--- src/rtl/alu_op_decoder.sv ---
// ---------------------------------------------------------------------------
// alu_op_decoder
//   Decode stage between fetch and the ALU. It turns an RV32I instruction word
//   into the 3-bit ALU operation select plus operand routing: register
//   addresses, immediate and the use_imm mux control. It is a one-entry
//   registered pipeline stage with a valid/ready handshake, a synchronous
//   flush and a saturating count of accepted illegal instructions.
//
// Ports
//   clk, rst_n             rising-edge clock, asynchronous active-low reset
//   in_valid, in_ready     fetch-side handshake (in_ready is combinational)
//   instr[31:0]            RV32I instruction word
//   flush                  kills the held bundle and the incoming instruction
//   out_valid, out_ready   ALU-side handshake
//   sel[2:0]               0 ADD, 1 AND, 2 XOR, 3 SLL, 4 SRA, 5 SUB, 6 JALR, 7 zero
//   rs1_addr, rs2_addr,
//   rd_addr[4:0]           register addresses (0 when unused)
//   imm[31:0]              immediate (0 when unused)
//   use_imm                ALU operand B takes imm instead of rs2
//   reg_write              instruction writes rd (x0 included)
//   illegal                bundle is an undecodable instruction
//   illegal_cnt[CNT_W-1:0] saturating count of accepted illegal instructions
// ---------------------------------------------------------------------------
module alu_op_decoder #(
   parameter int CNT_W = 8
) (
   input  logic             clk,
   input  logic             rst_n,
   input  logic             in_valid,
   output logic             in_ready,
   input  logic [31:0]      instr,
   input  logic             flush,
   output logic             out_valid,
   input  logic             out_ready,
   output logic [2:0]       sel,
   output logic [4:0]       rs1_addr,
   output logic [4:0]       rs2_addr,
   output logic [4:0]       rd_addr,
   output logic [31:0]      imm,
   output logic             use_imm,
   output logic             reg_write,
   output logic             illegal,
   output logic [CNT_W-1:0] illegal_cnt
);

   typedef enum logic [2:0] {
      SEL_ADD  = 3'd0,
      SEL_AND  = 3'd1,
      SEL_XOR  = 3'd2,
      SEL_SLL  = 3'd3,
      SEL_SRA  = 3'd4,
      SEL_SUB  = 3'd5,
      SEL_JALR = 3'd6,
      SEL_ZERO = 3'd7
   } sel_t;

   localparam logic [6:0] OPC_OP     = 7'b0110011;
   localparam logic [6:0] OPC_OP_IMM = 7'b0010011;
   localparam logic [6:0] OPC_LOAD   = 7'b0000011;
   localparam logic [6:0] OPC_STORE  = 7'b0100011;
   localparam logic [6:0] OPC_JALR   = 7'b1100111;
   localparam logic [6:0] OPC_LUI    = 7'b0110111;

   localparam logic [6:0] F7_ZERO = 7'b0000000;
   localparam logic [6:0] F7_ALT  = 7'b0100000;

   logic [6:0] opcode;
   logic [2:0] f3;
   logic [6:0] f7;

   assign opcode = instr[6:0];
   assign f3     = instr[14:12];
   assign f7     = instr[31:25];

   // Decoded (next) bundle
   sel_t        d_sel;
   logic [4:0]  d_rs1, d_rs2, d_rd;
   logic [31:0] d_imm;
   logic        d_use_imm, d_reg_write, d_legal;

   always_comb begin
      // NOTE: every output of this block gets a default first so no path leaves
      // a signal unassigned, which would otherwise infer a latch.
      d_sel       = SEL_ADD;
      d_rs1       = instr[19:15];
      d_rs2       = 5'd0;
      d_rd        = instr[11:7];
      d_imm       = {{20{instr[31]}}, instr[31:20]};
      d_use_imm   = 1'b1;
      d_reg_write = 1'b1;
      d_legal     = 1'b0;

      unique case (opcode)
         OPC_OP: begin
            d_rs2     = instr[24:20];
            d_imm     = 32'd0;
            d_use_imm = 1'b0;
            d_legal   = 1'b1;
            if      (f3 == 3'b000 && f7 == F7_ZERO) d_sel = SEL_ADD;
            else if (f3 == 3'b000 && f7 == F7_ALT)  d_sel = SEL_SUB;
            else if (f3 == 3'b111 && f7 == F7_ZERO) d_sel = SEL_AND;
            else if (f3 == 3'b100 && f7 == F7_ZERO) d_sel = SEL_XOR;
            else if (f3 == 3'b001 && f7 == F7_ZERO) d_sel = SEL_SLL;
            else if (f3 == 3'b101 && f7 == F7_ALT)  d_sel = SEL_SRA;
            else                                    d_legal = 1'b0;
         end
         OPC_OP_IMM: begin
            d_legal = 1'b1;
            if      (f3 == 3'b000) d_sel = SEL_ADD;
            else if (f3 == 3'b111) d_sel = SEL_AND;
            else if (f3 == 3'b100) d_sel = SEL_XOR;
            else if (f3 == 3'b001 && f7 == F7_ZERO) d_sel = SEL_SLL;
            else if (f3 == 3'b101 && f7 == F7_ALT)  d_sel = SEL_SRA;
            else                                    d_legal = 1'b0;
            // Shift-immediates carry only the 5-bit shamt; f7 is an opcode field.
            if (f3 == 3'b001 || f3 == 3'b101) d_imm = {27'd0, instr[24:20]};
         end
         OPC_LOAD: begin
            d_legal = (f3 == 3'b000) || (f3 == 3'b001) || (f3 == 3'b010) ||
                      (f3 == 3'b100) || (f3 == 3'b101);
         end
         OPC_STORE: begin
            d_rs2       = instr[24:20];
            d_rd        = 5'd0;
            d_reg_write = 1'b0;
            d_imm       = {{20{instr[31]}}, instr[31:25], instr[11:7]};
            d_legal     = (f3 == 3'b000) || (f3 == 3'b001) || (f3 == 3'b010);
         end
         OPC_JALR: begin
            d_sel   = SEL_JALR;
            d_legal = (f3 == 3'b000);
         end
         OPC_LUI: begin
            d_rs1   = 5'd0;
            d_imm   = {instr[31:12], 12'h000};
            d_legal = 1'b1;
         end
         default: d_legal = 1'b0;
      endcase

      // Undecodable words collapse to a clean all-zero bundle with sel 7.
      if (!d_legal) begin
         d_sel       = SEL_ZERO;
         d_rs1       = 5'd0;
         d_rs2       = 5'd0;
         d_rd        = 5'd0;
         d_imm       = 32'd0;
         d_use_imm   = 1'b0;
         d_reg_write = 1'b0;
      end
   end

   assign in_ready = !out_valid || out_ready;

   logic load;
   assign load = in_valid && in_ready && !flush;

   always_ff @(posedge clk or negedge rst_n) begin
      // NOTE: sequential state uses non-blocking assignments only, so every
      // register samples pre-edge values regardless of statement order.
      if (!rst_n) begin
         out_valid   <= 1'b0;
         sel         <= 3'd0;
         rs1_addr    <= 5'd0;
         rs2_addr    <= 5'd0;
         rd_addr     <= 5'd0;
         imm         <= 32'd0;
         use_imm     <= 1'b0;
         reg_write   <= 1'b0;
         illegal     <= 1'b0;
         illegal_cnt <= '0;
      end else if (flush) begin
         // Bundle fields keep their last values; only validity is dropped.
         out_valid <= 1'b0;
      end else if (load) begin
         out_valid <= 1'b1;
         sel       <= d_sel;
         rs1_addr  <= d_rs1;
         rs2_addr  <= d_rs2;
         rd_addr   <= d_rd;
         imm       <= d_imm;
         use_imm   <= d_use_imm;
         reg_write <= d_reg_write;
         illegal   <= !d_legal;
         if (!d_legal && illegal_cnt != '1) illegal_cnt <= illegal_cnt + 1'b1;
      end else if (out_valid && out_ready) begin
         out_valid <= 1'b0;
      end
   end

endmodule

--- config.mk ---
export PLATFORM = sky130hd
export DESIGN_NAME = alu_op_decoder
export DESIGN_NICKNAME = d
export VERILOG_FILES = /design/src/rtl/alu_op_decoder.sv
export SDC_FILE = /design/constraint.sdc
export NUM_CORES = 1
export LEC_CHECK = 0
export ABC_AREA = 1
export BUFFER_PORTS_ARGS = -buffer_cell sky130_fd_sc_hd__buf_2
export CORE_MARGIN = 2
export CORE_UTILIZATION = 45
export CTS_CLUSTER_DIAMETER = 60
export DETAILED_ROUTE_END_ITERATION = 7
export HOLD_SLACK_MARGIN = 0.08
export PLACE_DENSITY_LB_ADDON = 0.05
export SYNTH_ARGS = -nofsm -noshare
export SYNTH_HDL_FRONTEND = slang
export SYNTH_SLANG_ARGS = --single-unit
--- constraint.sdc ---
create_clock -name clk -period 2.62 [get_ports clk]
set_clock_uncertainty 0.1 [all_clocks]
set_input_delay 0.131 -clock clk [delete_from_list [all_inputs] [get_ports clk]]
set_output_delay 0.131 -clock clk [all_outputs]
set_load 0.02 [all_outputs]
==> impl_metrics.json, run 1 <==
{
  "ys_top_cells_by_area": "dfrtp_1, nand2_1, nand3_1, nand4_1, nor2_1",
  "gr-total-overflow": 0,
  "max_stage_delay_ns": 0.54,
  "yosys.area.top_type_share_pct": 46.42,
  "cap_violations": 0,
  "syn_avg_cell_area_um2": 7.595,
  "area_growth_pct": 30.55,
  "cellPowerDensity_mw_per_mm2": 526.5,
  "leakagePower_nw": 2.383,
  "ctsHoldBuffers": 25,
  "ys_types": 32,
  "diodes": 0,
  "cts-root-buf": "clkbuf_8",
  "hold_viol": 0,
  "max_freq_ghz": 0.4304,
  "outcome": "complete, no violations",
  "wire_per_inst_um": 14.06,
  "fill_cells": 717,
  "endpoint_kind": "register",
  "cts_max_path_buffers": 2,
  "place_hpwl_um": 6658,
  "slew_viol_final": 0,
  "layout-drive-gt1-share_pct": 27.11,
  "cts_setup_buffers": 0,
  "slowest_stage": "dlygate4sd3_1",
  "critical_path.max_fanout": 18,
  "synth_seq_cells": 62,
  "report.power.total_mw": 2.297,
  "ys_seq_area_share_pct": 46.42,
  "grt_max_degree": 45,
  "syn_nets": 478,
  "met2_usage_pct": 42.48,
  "vias": 3378,
  "placed_cells": 626,
  "timing.final.crit_share_pct": 88.68,
  "slew_headroom_pct": 54.00,
  "cts_max_level": 3,
  "grt-busiest-layer": "met2",
  "hold_path.class": "in -> reg",
  "cts.sinks": 62,
  "period_needed_ns": 2.323,
  "rsz0062_at_grt": "no",
  "core.rowCount": 31,
  "postSynthCellCount": 440,
  "critPathArrivalTime_ns": 2.43,
  "grt_pass1_wl_um": 15700,
  "drt-pass1-iter-count": 4,
  "gr-usage-met1_pct": 29.36,
  "netlist_area_mm2": 0.003342,
  "grt_util_met3_pct": 5.113,
  "place.gp.congestion": 0.9269,
  "layout.cells.non_filler": 667,
  "critPathKind": "in -> reg",
  "start_util_pct": 46.32,
  "cts_tree": "done",
  "drt_iter0_markers": 160,
  "holdWs_ns": 0.09044,
  "grt_use_total_pct": 23.98,
  "ioPinCount": 100,
  "grt_antenna_before_repair": 0,
  "numPortBuffers": 99,
  "utilization_pct": 60.48,
  "cp.required_ns": 2.73,
  "tightestPinTransition_ns": 0.6874,
  "critPathTopFamily": "simple AND/OR/NAND/NOR gates",
  "synth_top_area_cell": "dfrtp_1",
  "crit_path_cell_trace": "dlygate4sd3_1 > buf_2 > inv_1 > nor3_4 > nand2_2 > nand4_1 > nor2_2 > nand2_2 > nand2_1 > o21ai_0",
  "grt_pass1_vias": 3339,
  "critPathBufInv": 3,
  "final_nets": 601,
  "dieArea_mm2": 0.008132,
  "die_y_um": 90.18,
  "ant_nets": 0,
  "vias_per_cell": 5.064,
  "ir_drop_mv": 0.4022,
  "setup_viol": 0,
  "cts_inserted_buffers": 9,
  "die-width_um": 90.18,
  "cp_common_cell": "nand2_2",
  "finalSetupTns_ns": 0,
  "worstSkewPairLatency_ns": 0.35,
  "yosys_warnings": 0,
  "start_kind": "input port",
  "clk_pin_slew_worst_paths_ns": 0.08,
  "route.detailed.drc": 0,
  "wirelength_um": 9376,
  "ctsResizeCount": 0,
  "coreArea_mm2": 0.007214
}
cells in the final DEF (no fill, tap or decap), types with 2 or more instances in the layout:
cell type	instances
a21oi_1	6
a31oi_1	4
buf_2	99
buf_4	7
clkbuf_8	9
dfrtp_1	62
dlygate4sd3_1	25
inv_1	19
inv_2	7
inv_6	2
nand2_1	162
nand2_2	12
nand3_1	43
nand3_2	2
nand4_1	17
nor2_1	28
nor2_2	3
nor3_1	3
nor3_4	2
o21ai_0	14
o21ai_1	21
xor2_1	5
stage by stage:
step                      worst slack, ns  instance area, um^2
after CTS                          0.3480                 4363
after global placement             0.5834                 3909
final                              0.2966                 4363
after floorplan                    0.8720                 3342
after global routing              0.09083                 4363
after detailed placement           0.5145                 3909
layer usage:
layer / routed length [um] / vias up
met2: 4804 / 89
met1: 4007 / 1595
met3: 449 / 11
met4: 114 / 0
met5: 0 / -
li1: - / 1683
worst reg2reg max path, stage by stage, from the launching register on:
cell and delay, ns:
dfrtp_1 0.43, ha_1 0.24, nand3_1 0.13, nor2_1 0.08
nand3_1 0.29, nand4_1 0.41, nand2_1 0.17, nand2_1 0.07
logic make-up (layout without fill, tap and decap cells):
kind of cell               Yosys count  in the layout  share of synthesized area, %
adders and majority gates            1              1                        0.3743
buffers and inverters               47            175                         6.515
xor gates and xnor gates             6              6                         1.572
and+or+nand+nor                    276            276                         37.18
DFF                                 62             62                         46.42
AOI/OAI and AO/OA                   48             48                         7.937
power breakdown:
group          internal (mW)  switching (mW)  total [mW]  leakage (nW)
Combinational          0.138           0.238       0.376          1.44
Sequential              1.00          0.0411        1.04         0.846
Clock                  0.452           0.428       0.880         0.102
Total                   1.59           0.707        2.30          2.38
synthesized netlist by cell type (all sizes together):
master	number
a32o	1
xnor2	1
a31oi	4
buf	11
nor3	6
nor3b	1
ha	1
nand3	46
xor2	5
clkinv	1
nand4	17
dfrtp	62
o221ai	1
o21ai	35
a21oi	7
nor2	32
nand2	174
inv	27
clkbuf	8
path summary, 6_finish.rpt:
check | from | endpoint | slack (ns) | cells after the start
hold reg to reg | imm[23] | imm[23] | 0.37 | 2
hold / removal | instr[31] | imm[31] | 0.09 | 3
max in group asynchronous | rst_n | rd_addr[2] | 1.51 | 3
min in group asynchronous | rst_n | rs1_addr[4] | 0.20 | 2
setup / recovery | instr[4] | rs1_addr[0] | 0.30 | 10
setup reg to reg | illegal_cnt[0] | illegal_cnt[4] | 0.60 | 7
layout make-up:
type	count	area, um^2	share of cell area [%]
repair buffers	131	798.3	18.30
inverters	28	107.6	2.466
clock inverters	7	80.08	1.835
well taps	99	123.9	2.839
clock buffers	9	123.9	2.839
flip-flops and latches	62	1551	35.56
multi-input cells	331	1578	36.16
sequential cells by signal, summed over array words and instances (netlist names), 3 cells and up:
signal       cells
rd_addr          5
rs2_addr         5
sel              3
imm             32
rs1_addr         5
illegal_cnt      8
(Power assumes the default switching activity.)
==> run 2, diff against run 1 <==
- GPL_TIMING_DRIVEN: default -> 0
- SETUP_SLACK_MARGIN: default -> 0.4
==> run 2 against run 1 <==
Critical path type unchanged. Critical endpoint is now illegal_cnt[2]. Combinational power rose by 3%. Highest routed layer unchanged. Die area did not move. Critical path depth fell by 3. Routed wire length rose by 2.2%. Design area rose by 0.69%. Sequential cell count did not move. Hold slack improved by 0.026 ns. Via count rose by 0.86%. Register-to-register slack got worse by 0.03 ns.
==> impl_metrics.json, run 2 (synthesis gave the netlist of run 1 again) <==
{
  "rsz0062_at_grt": "no",
  "finalSetupTns_ns": 0,
  "die-width_um": 90.18,
  "dieArea_mm2": 0.008132,
  "area_growth_pct": 31.45,
  "cts_inserted_buffers": 9,
  "place_hpwl_um": 6889,
  "critPathKind": "in -> reg",
  "cp.required_ns": 2.79,
  "grt_pass1_wl_um": 15950,
  "grt_max_degree": 63,
  "ant_nets": 0,
  "largest_register_ffs": 32,
  "diodes": 0,
  "final_nets": 614,
  "min_path_cells": 3,
  "wirelength_um": 9579,
  "leakagePower_nw": 2.397,
  "period_needed_ns": 2.067,
  "max_freq_ghz": 0.4837,
  "tightestPinTransition_ns": 0.7882,
  "ir_drop_mv": 0.3536,
  "endpoint_kind": "register",
  "cts_tree": "done",
  "outcome": "complete, no violations",
  "layout-drive-gt1-share_pct": 26.90,
  "worstSkewPairLatency_ns": 0.34,
  "route.detailed.drc": 0,
  "drt_iter0_markers": 156,
  "regMostFlops": "imm",
  "layout_common_cells": "nand2_1, buf_2, dfrtp_1",
  "grt_pass1_vias": 3327,
  "start_util_pct": 46.32,
  "cts-root-buf": "clkbuf_8",
  "start_kind": "input port",
  "gr-total-overflow": 0,
  "critical_path.max_fanout": 10,
  "die_y_um": 90.18,
  "place.gp.congestion": 0.9436,
  "drt-pass1-iter-count": 4,
  "critPathArrivalTime_ns": 2.24,
  "grt_antenna_before_repair": 0,
  "reg_top3": "imm (32), illegal_cnt (8)",
  "slew_headroom_pct": 47.45,
  "fill_cells": 700,
  "final_common_cell": "nand2_1",
  "cp-endpoint": "illegal_cnt[2]",
  "hold_viol": 0,
  "core.rowCount": 31,
  "wire_per_inst_um": 14.11,
  "setup_viol": 0,
  "grt_use_total_pct": 24.29,
  "coreArea_mm2": 0.007214,
  "timing.final.crit_share_pct": 78.91,
  "crit_start": "flush",
  "cts_max_level": 3,
  "worstRegToRegCells": 7,
  "numPortBuffers": 99,
  "cts.sinks": 62,
  "cellPowerDensity_mw_per_mm2": 485.1,
  "vias": 3407,
  "holdWs_ns": 0.1166,
  "rrSetupSlack_ns": 0.57,
  "vias_per_cell": 5.018,
  "clk_pin_slew_worst_paths_ns": 0.07,
  "r2r_start": "out_valid",
  "cts_max_path_buffers": 2,
  "slew_viol_final": 0,
  "cap_violations": 0,
  "hold_path.class": "in -> reg",
  "ioPinCount": 100,
  "r2r-end": "illegal_cnt[2]",
  "placed_area_mm2": 0.003964,
  "final_area_mm2": 0.004393
}
-- run 2: how the worst min path moves through the flow --
stage | start | to | slack (ns)
after floorplan | rst_n | illegal | -0.26
after global placement | flush | out_valid | 0.20
after detailed placement | rst_n | imm[6] | 0.16
after CTS | instr[31] | imm[31] | 0.11
after global routing | instr[31] | imm[31] | 0.12
final | instr[31] | imm[31] | 0.12
-- run 2: where the power goes --
part | internal (mW) | switching (mW)
Sequential | 1.00 | 0.0406
Combinational | 0.142 | 0.245
Clock | 0.331 | 0.372
Total | 1.47 | 0.657
-- run 2: final cells by class --
cell class                 instances  area (um^2)  share of cell area [%]
inverter                          28        107.6                   2.449
tap                               99        123.9                   2.820
clock buffer                      10        127.6                   2.905
timing repair buffer             125        755.7                   17.20
sequential                        62         1551                   35.32
multi-input combinational        331         1583                   36.03
buffer                            19        116.4                   2.649
clock inverter                     5        27.53                  0.6266
-- run 2: what timing repair did --
action / CTS / global route
hold buffers: 25 / 0
setup buffers: 0 / 1
endpoints found under the setup margin: 11 / 10
pin swaps: 0 / 0
resized for setup: 1 / 4
hold endpoints to repair: 90 / 0
-- run 2: metal layers --
layer | share of wire, % | vias up | wire length, um | global-route usage [%]
met5 | 0 | - | 0 | 0
met4 | 1.8 | 0 | 169 | 8.718
met3 | 5.4 | 17 | 517 | 3.604
met2 | 50 | 94 | 4783 | 41.79
met1 | 43 | 1588 | 4108 | 31.19
li1 | - | 1708 | - | -
-- run 2: through the flow --
step,cells,util (%),total power [mW],setup slack [ns]
final,679,60.89,2.131,0.5527
after global routing,679,60.89,2.235,0.4185
after CTS,678,60.63,2.141,0.5094
after detailed placement,638,54.94,1.410,0.3435
after global placement,638,54.91,1.403,0.3068
after floorplan,440,-,1.259,0.8720
-- run 2: worst max-delay path: stages --
cell and delay (ns):
dlygate4sd3_1 0.53, buf_2 0.13, nor3_2 0.33, clkbuf_1 0.43, buf_1 0.42, nand4_1 0.16, nand2_1 0.11
==> run 3, diff against run 2 <==
- clock period: 2.62 -> 1.82 ns (I/O delays scaled with it)
==> run 3 against run 2 <==
Routed wire length rose by 8.2%. Cell count grew 3.8%. Register-to-register slack lost 0.29 ns. Sequential power increased by 45%. Sequential share of layout area down 3.9 points. Design area grew 13%. Count of clock-buffer cells in the layout rose by 3. Critical path depth grew 1. Via count increased by 5.8%. Worst setup slack got worse by 0.27 ns. First-iteration DRC count grew 5.1%. Non-clock buffer count up 25. Critical path type is now reg -> reg.
==> impl_metrics.json, run 3 (synthesis gave the netlist of run 1 again) <==
{
  "critPathTopFamily": "simple AND/OR/NAND/NOR gates",
  "hold_path.class": "in -> reg",
  "final_nets": 639,
  "grt_antenna_before_repair": 0,
  "wire_per_inst_um": 14.71,
  "vias_per_cell": 5.115,
  "dieArea_mm2": 0.008132,
  "hold_viol": 0,
  "cap_violations": 0,
  "wl_met3_um": 579,
  "layout-drive-gt1-share_pct": 37.62,
  "die_y_um": 90.18,
  "critical_path.max_fanout": 6,
  "endpoint_kind": "register",
  "largest_register_ffs": 32,
  "register_area_mm2": 0.001555,
  "start_kind": "register",
  "worstSkewPairLatency_ns": 0.35,
  "cp.required_ns": 1.96,
  "coreArea_mm2": 0.007214,
  "core.rowCount": 31,
  "rsz0062_at_grt": "yes",
  "rrSetupSlack_ns": 0.28,
  "crit_path_cell_trace": "inv_2 > nor2_2 > nor3_4 > buf_8 > nand4_1 > buf_4 > nand2_1 > nand2_1",
  "die-width_um": 90.18,
  "place_hpwl_um": 6964,
  "setup_ws_ns": 0.2801,
  "area_growth_pct": 48.07,
  "final_common_cell": "nand2_1",
  "slowest_stage": "dfrtp_2",
  "critPathBufInv": 3,
  "cts-root-buf": "clkbuf_8",
  "grt_max_degree": 63,
  "period_needed_ns": 1.540,
  "clk_pin_slew_worst_paths_ns": 0.07,
  "critPathArrivalTime_ns": 1.68,
  "numPortBuffers": 99,
  "placed_area_mm2": 0.004068,
  "cp_common_cell": "nand2_1",
  "diodes": 0,
  "layout.cells.non_filler": 705,
  "final_area_mm2": 0.004949,
  "drt-pass1-iter-count": 5,
  "grt_pass1_vias": 3482,
  "timing.final.crit_share_pct": 84.61,
  "grt_pass1_wl_um": 16910,
  "cellPowerDensity_mw_per_mm2": 678.1,
  "layout_common_cells": "nand2_1, buf_2, dfrtp_1",
  "cts_max_level": 3,
  "max_stage_delay_ns": 0.41,
  "grt_use_total_pct": 25.98,
  "max_freq_ghz": 0.6494,
  "critPathKind": "reg -> reg",
  "report.power.total_mw": 3.356,
  "slew_headroom_pct": 46.94,
  "fill_cells": 643,
  "gr-total-overflow": 0,
  "ant_nets": 0,
  "multi_input_area_mm2": 0.001793,
  "wl_met2_um": 4802,
  "tightestPinTransition_ns": 0.7959,
  "wirelength_um": 10370,
  "reg_top3": "imm (32), illegal_cnt (8)",
  "place.gp.congestion": 0.8809,
  "ioPinCount": 100,
  "placed_cells": 638,
  "leakagePower_nw": 2.608,
  "route.detailed.drc": 0,
  "vias": 3606,
  "cts.sinks": 62,
  "outcome": "complete, no violations",
  "slew_viol_final": 0,
  "start_util_pct": 46.32,
  "m1WireLength_um": 4779,
  "utilization_pct": 68.59,
  "cts_max_path_buffers": 2,
  "highest_layer": "met4",
  "regMostFlops": "imm",
  "place_ws_ns": -0.03422,
  "setup_viol": 0,
  "drt_iter0_markers": 164,
  "cts_tree": "done",
  "ir_drop_mv": 0.4481,
  "cts_inserted_buffers": 9
}
run 3: cell types whose count changed in the layout (fill, tap and decap cells not counted), moves of 9 or more:
| cell | previous run | this run |
|---|---|---|
| nand3_2 | 2 | 23 |
| buf_4 | 2 | 18 |
| nand2_1 | 162 | 153 |
| nand3_1 | 43 | 21 |
run 3: layout make-up:
class,count,share of cell area [%]
Buffer,19,3.843
Tap cell,99,2.503
Timing Repair Buffer,150,20.00
Multi-Input combinational cell,331,36.23
Clock buffer,13,3.413
Clock inverter,3,0.3540
Inverter,28,2.225
Sequential cell,62,31.43
run 3: timing repair:
action | 4_1_cts | 5_1_grt
setup endpoints to repair | 59 | 61
hold buffers | 29 | 1
setup buffers | 13 | 6
gates cloned | 2 | 0
gates resized for setup | 46 | 23
pin swaps | 22 | 18
hold endpoints to repair | 101 | 62
run 3: worst min-delay path, delay by kind of cell:
family | cells | cell delay [ns]
buffers and inverters | 1 | 0.12
AND/OR/NAND/NOR | 1 | 0.08
AO/OA/AOI/OAI | 1 | 0.15
run 3: stage by stage:
stage / hold slack, ns / TNS, ns
after CTS: 0.03207 / 0
after global routing: 0.09180 / 0
after floorplan: -0.3046 / 0
final: 0.03593 / 0
after global placement: 0.1681 / -0.02226
after detailed placement: 0.1826 / -0.2281
run 3: power by group:
group          switching (mW)  internal [mW]
sequential             0.0674           1.44
clock                   0.566          0.602
combinational           0.394          0.282
run 3: metal layers:
metal  vias up  GRT usage (%)
li1       1762              -
met1      1692          36.38
met2       133          41.48
met3        19          3.772
met4         0          8.974
met5         -              0
run 3: path summary, 6_finish.rpt:
kind,cells past startpoint,start,endpoint
min in group asynchronous,2,rst_n,imm[27]
min,3,instr[4],reg_write
max reg2reg,8,out_valid,illegal_cnt[6]
max,8,out_valid,illegal_cnt[6]
min reg2reg,2,imm[3],imm[3]
max in group asynchronous,2,rst_n,illegal_cnt[1]
